<file path="src/rtl/demux_disp_pkg.sv">
// ----------------------------------------------------------------------------
// demux_disp_pkg
// Shared definitions for the round-robin / fixed-destination dispatcher:
//   NUM_CH  - number of destination channels (fixed at 8)
//   SEL_W   - width of a channel index (3)
//   state_e - dispatcher FSM states (IDLE, ARB, SEND)
//   rr_pick - round-robin search helper: first ready channel at or after ptr
// ----------------------------------------------------------------------------
package demux_disp_pkg;

    localparam int NUM_CH = 8;
    localparam int SEL_W  = 3;

    typedef enum logic [1:0] {
        ST_IDLE = 2'd0,
        ST_ARB  = 2'd1,
        ST_SEND = 2'd2
    } state_e;

    // Returns the first index k in ptr, ptr+1, ... ptr+NUM_CH-1 (mod NUM_CH)
    // whose ready bit is set; falls back to ptr when nothing is ready.
    // The loop runs from the farthest offset down to offset 0 so that the
    // nearest ready channel is the last (and therefore winning) assignment.
    function automatic logic [SEL_W-1:0] rr_pick(
        input logic [SEL_W-1:0]  ptr,
        input logic [NUM_CH-1:0] ready
    );
        logic [SEL_W-1:0] pick;
        logic [SEL_W-1:0] idx;
        pick = ptr;
        for (int i = NUM_CH - 1; i >= 0; i--) begin
            idx = ptr + SEL_W'(i);
            if (ready[idx]) begin
                pick = idx;
            end
        end
        return pick;
    endfunction

endpackage

</file>
<file path="src/rtl/demux_route8.sv">
// ----------------------------------------------------------------------------
// demux_route8
// Combinational 1:8 router of a single valid bit.
//   valid_i  - valid bit to route
//   sel_i    - destination channel index
//   valid_o  - one-hot (or all-zero) per-channel valid; only bit sel_i may be 1
// ----------------------------------------------------------------------------
module demux_route8
    import demux_disp_pkg::*;
(
    input  logic              valid_i,
    input  logic [SEL_W-1:0]  sel_i,
    output logic [NUM_CH-1:0] valid_o
);

    for (genvar gi = 0; gi < NUM_CH; gi++) begin : g_route
        assign valid_o[gi] = valid_i && (sel_i == SEL_W'(gi));
    end

endmodule

</file>
<file path="src/rtl/demux_rr_dispatcher.sv">
// ----------------------------------------------------------------------------
// demux_rr_dispatcher
// Accepts one word at a time from upstream, chooses a destination channel
// (round-robin over ready channels, or a fixed index), and presents the word
// on a shared data bus with a one-hot per-channel valid until taken.
//   clk, rst     - clock, asynchronous active-high reset
//   in_valid     - upstream word available
//   in_data      - upstream payload
//   in_ready     - word accepted this cycle (IDLE only)
//   mode         - 0 = round-robin destination, 1 = fixed destination
//   fixed_sel    - destination used when mode = 1
//   out_ready    - per-channel downstream ready
//   out_valid    - per-channel valid, at most one bit high
//   out_data     - shared payload bus
//   cur_sel      - destination of the word being held
//   xfer_count   - completed output transfers (wraps at 16 bits)
// ----------------------------------------------------------------------------
module demux_rr_dispatcher
    import demux_disp_pkg::*;
#(
    parameter int DATA_W = 8
) (
    input  logic              clk,
    input  logic              rst,
    input  logic              in_valid,
    input  logic [DATA_W-1:0] in_data,
    output logic              in_ready,
    input  logic              mode,
    input  logic [SEL_W-1:0]  fixed_sel,
    input  logic [NUM_CH-1:0] out_ready,
    output logic [NUM_CH-1:0] out_valid,
    output logic [DATA_W-1:0] out_data,
    output logic [SEL_W-1:0]  cur_sel,
    output logic [15:0]       xfer_count
);

    state_e            state_q;
    logic [SEL_W-1:0]  ptr_q;
    logic [SEL_W-1:0]  cur_sel_q;
    logic [DATA_W-1:0] hold_q;
    logic [DATA_W-1:0] out_data_q;
    logic [15:0]       xfer_count_q;
    // Mode latched at arbitration so the pointer update on completion belongs
    // to the word in flight, not to whatever mode is applied later.
    logic              mode_q;

    logic [SEL_W-1:0]  sel_d;
    logic              send_done;

    assign sel_d     = mode ? fixed_sel : rr_pick(ptr_q, out_ready);
    // Only the selected channel's ready matters; the others are ignored.
    assign send_done = (state_q == ST_SEND) && out_ready[cur_sel_q];

    always_ff @(posedge clk or posedge rst) begin
        if (rst) begin
            state_q      <= ST_IDLE;
            ptr_q        <= '0;
            cur_sel_q    <= '0;
            hold_q       <= '0;
            out_data_q   <= '0;
            xfer_count_q <= '0;
            mode_q       <= 1'b0;
        end else begin
            case (state_q)
                ST_IDLE: begin
                    if (in_valid) begin
                        hold_q  <= in_data;
                        state_q <= ST_ARB;
                    end
                end
                ST_ARB: begin
                    cur_sel_q  <= sel_d;
                    mode_q     <= mode;
                    // out_data changes only when a new word enters SEND, so
                    // it keeps the previous word while IDLE/ARB.
                    out_data_q <= hold_q;
                    state_q    <= ST_SEND;
                end
                ST_SEND: begin
                    if (send_done) begin
                        xfer_count_q <= xfer_count_q + 16'd1;
                        if (!mode_q) begin
                            ptr_q <= cur_sel_q + SEL_W'(1);
                        end
                        state_q <= ST_IDLE;
                    end
                end
                default: begin
                    state_q <= ST_IDLE;
                end
            endcase
        end
    end

    demux_route8 u_route (
        .valid_i (state_q == ST_SEND),
        .sel_i   (cur_sel_q),
        .valid_o (out_valid)
    );

    assign in_ready   = (state_q == ST_IDLE) && !rst;
    assign out_data   = out_data_q;
    assign cur_sel    = cur_sel_q;
    assign xfer_count = xfer_count_q;

endmodule

</file>
<file path="config.mk">
export PLATFORM = sky130hd
export DESIGN_NAME = demux_rr_dispatcher
export DESIGN_NICKNAME = d
export VERILOG_FILES = /design/src/rtl/demux_disp_pkg.sv /design/src/rtl/demux_route8.sv /design/src/rtl/demux_rr_dispatcher.sv
export SDC_FILE = /design/constraint.sdc
export NUM_CORES = 1
export LEC_CHECK = 0
export ABC_AREA = 1
export CORE_AREA = 2 2 94 60
export CTS_BUF_LIST = sky130_fd_sc_hd__clkbuf_8 sky130_fd_sc_hd__clkbuf_16
export DETAILED_ROUTE_END_ITERATION = 8
export DIE_AREA = 0 0 96 62
export GPL_TIMING_DRIVEN = 0
export MAX_ROUTING_LAYER = met4
export PLACE_DENSITY = 0.88
export SYNTH_ARGS = -nofsm -noshare
export SYNTH_HDL_FRONTEND = slang
export SYNTH_HIERARCHICAL = 1
export SYNTH_SLANG_ARGS = --single-unit
</file>
<file path="constraint.sdc">
create_clock -name clk -period 2.87 [get_ports clk]
set_input_delay 0.4305 -clock clk [delete_from_list [all_inputs] [get_ports clk]]
set_output_delay 0.4305 -clock clk [all_outputs]
set_load 0.1 [all_outputs]
</file>
# Yosys cells after proc, flatten, opt, wreduce, memory -nomap -nowiden
# Index checks and enable logic that the tools add are counted.
# totals
regBits	41
inputBits	23
output_inout_bits	36
# classes
add_sub_neg	9
order_cmp	9
eq_ne	11
mux	30
bitwise	1
reduce_logical	17
# op_table
cell	n
$lt A3 B4 Y1 const B	9
$bmux W1 S3	9
$mux W3	9
$add A16 B1 Y16 const B	1
$add A3 B3 Y3 const B	4
$eq A3 B3 Y1 const B	4
$logic_and A1 B1 Y1	10
$mux W1	9
$add A3 B1 Y3 const B	2
$add A3 B2 Y3 const B	2
$eq A3 B2 Y1 const B	2
$pmux W2 S3	1
$reduce_and A2 Y1	3
$mux W2	2
$ne A2 B2 Y1 const B	2
$eq A3 B1 Y1 const B	1
$logic_not A3 Y1	1
$reduce_and A3 Y1	1
$eq A2 B1 Y1 const B	1
$eq A2 B2 Y1 const B	1
$logic_not A2 Y1	1
$logic_not A1 Y1	1
$not A1 Y1	1

# Longest topological paths before layout
# depth
depth_word	12
depth_mapped	19
ltp_nobuf	17

# By module
# The synthesis kept the hierarchy.
# by_module_without_submodules
mod	n_inst	cells_per_inst	area_per_inst_um2	seq_area_each_um2
demux_rr_dispatcher	1	330	2419.8	1026.0
demux_route8	1	17	63.8	0.0

# Least setup slack after synthesis
# Ideal clock, no wire load.
# synth_path
path_type	flip-flop to output port
start	register cur_sel_q[2], in the netlist cur_sel[2]
end	output port out_valid[4]
t_arrival_ps	2527
t_required_ps	2440
setup_slack_ps	-88
stages_incl_launch_ff	3
path_buffers	0
path_cell_list	dfrtp_1 -> nand2_1 -> nor2_1
# synth_via
elab_chain_len	2
# synth_lines
item	line	rtl
start, declared	demux_rr_dispatcher.sv:39	logic [SEL_W-1:0] cur_sel_q;
start signal, assigned	demux_rr_dispatcher.sv:72	cur_sel_q <= sel_d;
$eq A3 B3 Y1	demux_route8.sv:17	assign valid_o[gi] = valid_i && (sel_i == SEL_W'(gi));
$logic_and A1 B1 Y1	demux_route8.sv:17	
end, declared	demux_rr_dispatcher.sv:31	output logic [NUM_CH-1:0] out_valid,
# No other way between the ends.

# Final worst setup path
# layout_path
start	register state_q[1]
end	output port out_valid[5]
# layout_via
elab_chain_len	2
# layout_lines
item	line	rtl
start, declared	demux_rr_dispatcher.sv:37	state_e state_q;
start signal, assigned	demux_rr_dispatcher.sv:56	state_q <= ST_IDLE;
start signal, assigned	demux_rr_dispatcher.sv:68	state_q <= ST_ARB;
start signal, assigned	demux_rr_dispatcher.sv:77	state_q <= ST_SEND;
$eq A2 B2 Y1	demux_rr_dispatcher.sv:96	.valid_i (state_q == ST_SEND),
$logic_and A1 B1 Y1	demux_route8.sv:17	
# No other way between the ends.

==> qor.yml <==
critical_path:
  critPathRequiredTime_ps: 2440
  setup.worst_path.class: "register to output port"
  cp-start-kind: "register"
  crit_arrival_ps: 2230
  worst-path-max-fanout: 4
  slowest_delay_ps: 860
  cp_slowest_cell: "dlygate4sd2_1"
  worst_setup_path_end_kind: "output port"
  cp_common_cell: "nor2_1"
  path_cells: "inv_1 -> nor2_1 -> nand2_1 -> nor2_1 -> dlygate4sd2_1"
sta:
  max_freq_mhz: 376
  worstMarginPinSlew_ps: 993
  holdWs_ps: 477
  slew_headroom: 0.336
  drv_slew: 0
  fin_crit_ps: 2660
  report.final.hold_viol_count: 0
  rsz0062_at_grt: "false"
  clock_skew_ps: 8.46
  fin_crit_sh: 0.926
  setup_viol: 0
power:
  ir_drop_mv: 0.804
  p_per_area_nw_per_um2: 1320
  total_power_w: 0.00424
  power.leakage_nw: 1.73
placed_design:
  io_buffers: 58
  hpwl_mm: 4.89
  gp_congestion: 1.04
floorplanning:
  dieArea_um2: 5950
  num_rows: 21
  start_util: 0.475
  io-pin-count: 59
  coreArea_um2: 5230
  die_h_um: 62
  die_x_um: 96
clock_tree:
  cts-root-buf: "clkbuf_8"
  cts_tree: "built"
  htree_num_levels: 2
  post_cts_buffers: 0
  clkTransAtPathRegs_ps: 80
  clockBufferDepth: 2
  cts_buffers: 5
  cts.sinks: 41
  clk_latency_ps: 290
global_route:
  grt_usage: 0.231
  antenna_found_initial: 0
  grt_pass1_vias: 2189
  grt_pass1_wl_mm: 10.0
  grt_max_degree: 42
  overflow: 0
drt:
  drt-initial-drc-count: 220
  post-route-drc-count: 0
  avgRoutedWirePerCell_um: 13.6
  first_pass_iters: 5
  totalWireLength_mm: 6.53
  vias: 2438
  viasPerCell: 5.08
  ant_nets: 0
layout:
  fillers: 466
  diodes: 0
  ff_latch_area_um2: 1030
  fin_util: 0.616
  final_layout_size_suffix_gt1_frac: 0.0608
  fin_nets: 439
  multi_input_area_um2: 1290
  syn_to_final_growth_pct: 29.7
synth:
  netlist_area_um2: 2480
  syn-mean-instance-area_um2: 7.16
  synthCells: 347
  synthDistinctLibCells: 29
  yosysWarningCount: 6
  synth_edf_count: 0
  synth-seq-area-share: 0.413
  async_flop_share: 1.00
  synth_fp_nets: 374
  synth_seq_cells: 41
  synth_flop_cell: "dfrtp_1"
min_path:
  worst_hold_path_type: "register to register"
job:
  maxCapViolCount: 0
outcome:
  status: "complete, no violations"
[cells in the final DEF (no fill, tap or decap)]
cell             count
dfrtp_1             41
buf_4                1
nand2_1            133
nor4_1               1
nor3_2               1
a21oi_1             10
a31oi_1              3
nand3_4              1
nand3_1             36
clkbuf_1             2
o21ai_0             10
dlygate4sd2_1        8
xnor2_1              4
ha_1                 4
nor2_4               1
inv_2                3
o21a_1               1
nor2_1              32
nor2_2               1
buf_2                2
nor3_1               3
nand2_4              2
nor2_8               1
buf_6                1
nand3b_2             2
inv_4                1
inv_1               32
clkinv_2             1
clkinv_1             1
nor4_2               1
clkdlybuf4s50_1     50
xor2_1              12
o21ai_1              3
clkbuf_8             5
nand4_2              1
[registers in the layout (all words and copies together) (netlist names)]
name        count
hold_q          8
out_data        8
ptr_q           3
xfer_count     16
mode_q          1
state_q         2
cur_sel         3
[cell families after synthesis]
family | after synthesis | share of synthesized area
compound gates | 27 | 0.0569
flops | 41 | 0.413
fa+ha+maj | 4 | 0.0202
buf+inv | 43 | 0.0715
simple gates | 216 | 0.382
xor+xnor | 16 | 0.0564
[metrics by stage]
stage | TNS [ps] | instances | setup slack [ps] | cell area (um^2)
final | 0 | 480 | 212 | 3220
after detailed placement | 0 | 474 | 239 | 3160
after global placement | 0 | 474 | 272 | 3160
after floorplan | -411 | 347 | -87.7 | 2490
after CTS | 0 | 480 | 190 | 3220
after global routing | 0 | 480 | 77.0 | 3220
[final timing paths]
| path | from | endpoint | slack [ps] | cells after the start |
|---|---|---|---|---|
| max in group asynchronous | rst | xfer_count[12]$_DFFE_PP0P_ | 1640 | 2 |
| max | state_q[1]$_DFFE_PP0P_ | out_valid[5] | 210 | 5 |
| min | hold_q[3]$_DFFE_PP0P_ | out_data[3]$_DFFE_PP0N_ | 480 | 2 |
| min in group asynchronous | rst | out_data[7]$_DFFE_PP0N_ | 690 | 2 |
| max reg2reg | ptr_q[1]$_DFFE_PP0P_ | cur_sel[2]$_DFFE_PP0N_ | 390 | 18 |
| min reg2reg | hold_q[3]$_DFFE_PP0P_ | out_data[3]$_DFFE_PP0N_ | 480 | 2 |
[cells in the mapped netlist (3+ instances only)]
library cell	instances	area, um^2
inv_1	33	124
ha_1	4	50.1
a21oi_1	10	50.1
nand2_1	133	499
dfrtp_1	41	1030
nor2_1	33	124
nand3_1	36	180
nor3_1	4	20.0
o21ai_1	3	15.0
xor2_1	12	105
o21ai_0	10	50.1
xnor2_1	4	35.0
a31oi_1	3	18.8
[metal layers]
metal | routed length (um) | GRT usage | vias up | part of all wire
met5 | 0 | - | - | 0
met4 | 81 | 0.0510 | 0 | 0.012
met3 | 422 | 0.0615 | 10 | 0.065
met2 | 3030 | 0.350 | 91 | 0.46
met1 | 3000 | 0.314 | 1115 | 0.46
li1 | - | - | 1222 | -
[layout make-up]
cell class | instances | share of cell area
buffer | 6 | 0.0113
clock buffer | 5 | 0.0214
clock inverter | 1 | 0.00155
inverter | 37 | 0.0439
multi-input combinational | 263 | 0.400
sequential | 41 | 0.318
tap | 69 | 0.0268
timing repair buffer | 58 | 0.177
[critical path: cells and delay by family (launching register included)]
kind | cells | cell delay (ps)
DFF | 1 | 390
and+or+nand+nor | 3 | 620
buffers and inverters | 2 | 930
[where the power goes]
part           internal (W)  switching, W
registers          0.000769      0.000180
logic              0.000824       0.00212
clock network      0.000160      0.000190
[repair_timing]
item / CTS / global route
setup endpoints to repair: 8 / 0
endpoints found under the hold margin: 0 / 0
hold buffers: 0 / 0
resized for setup: 8 / 0
No activity file was read; power rests on OpenSTA's default activity.
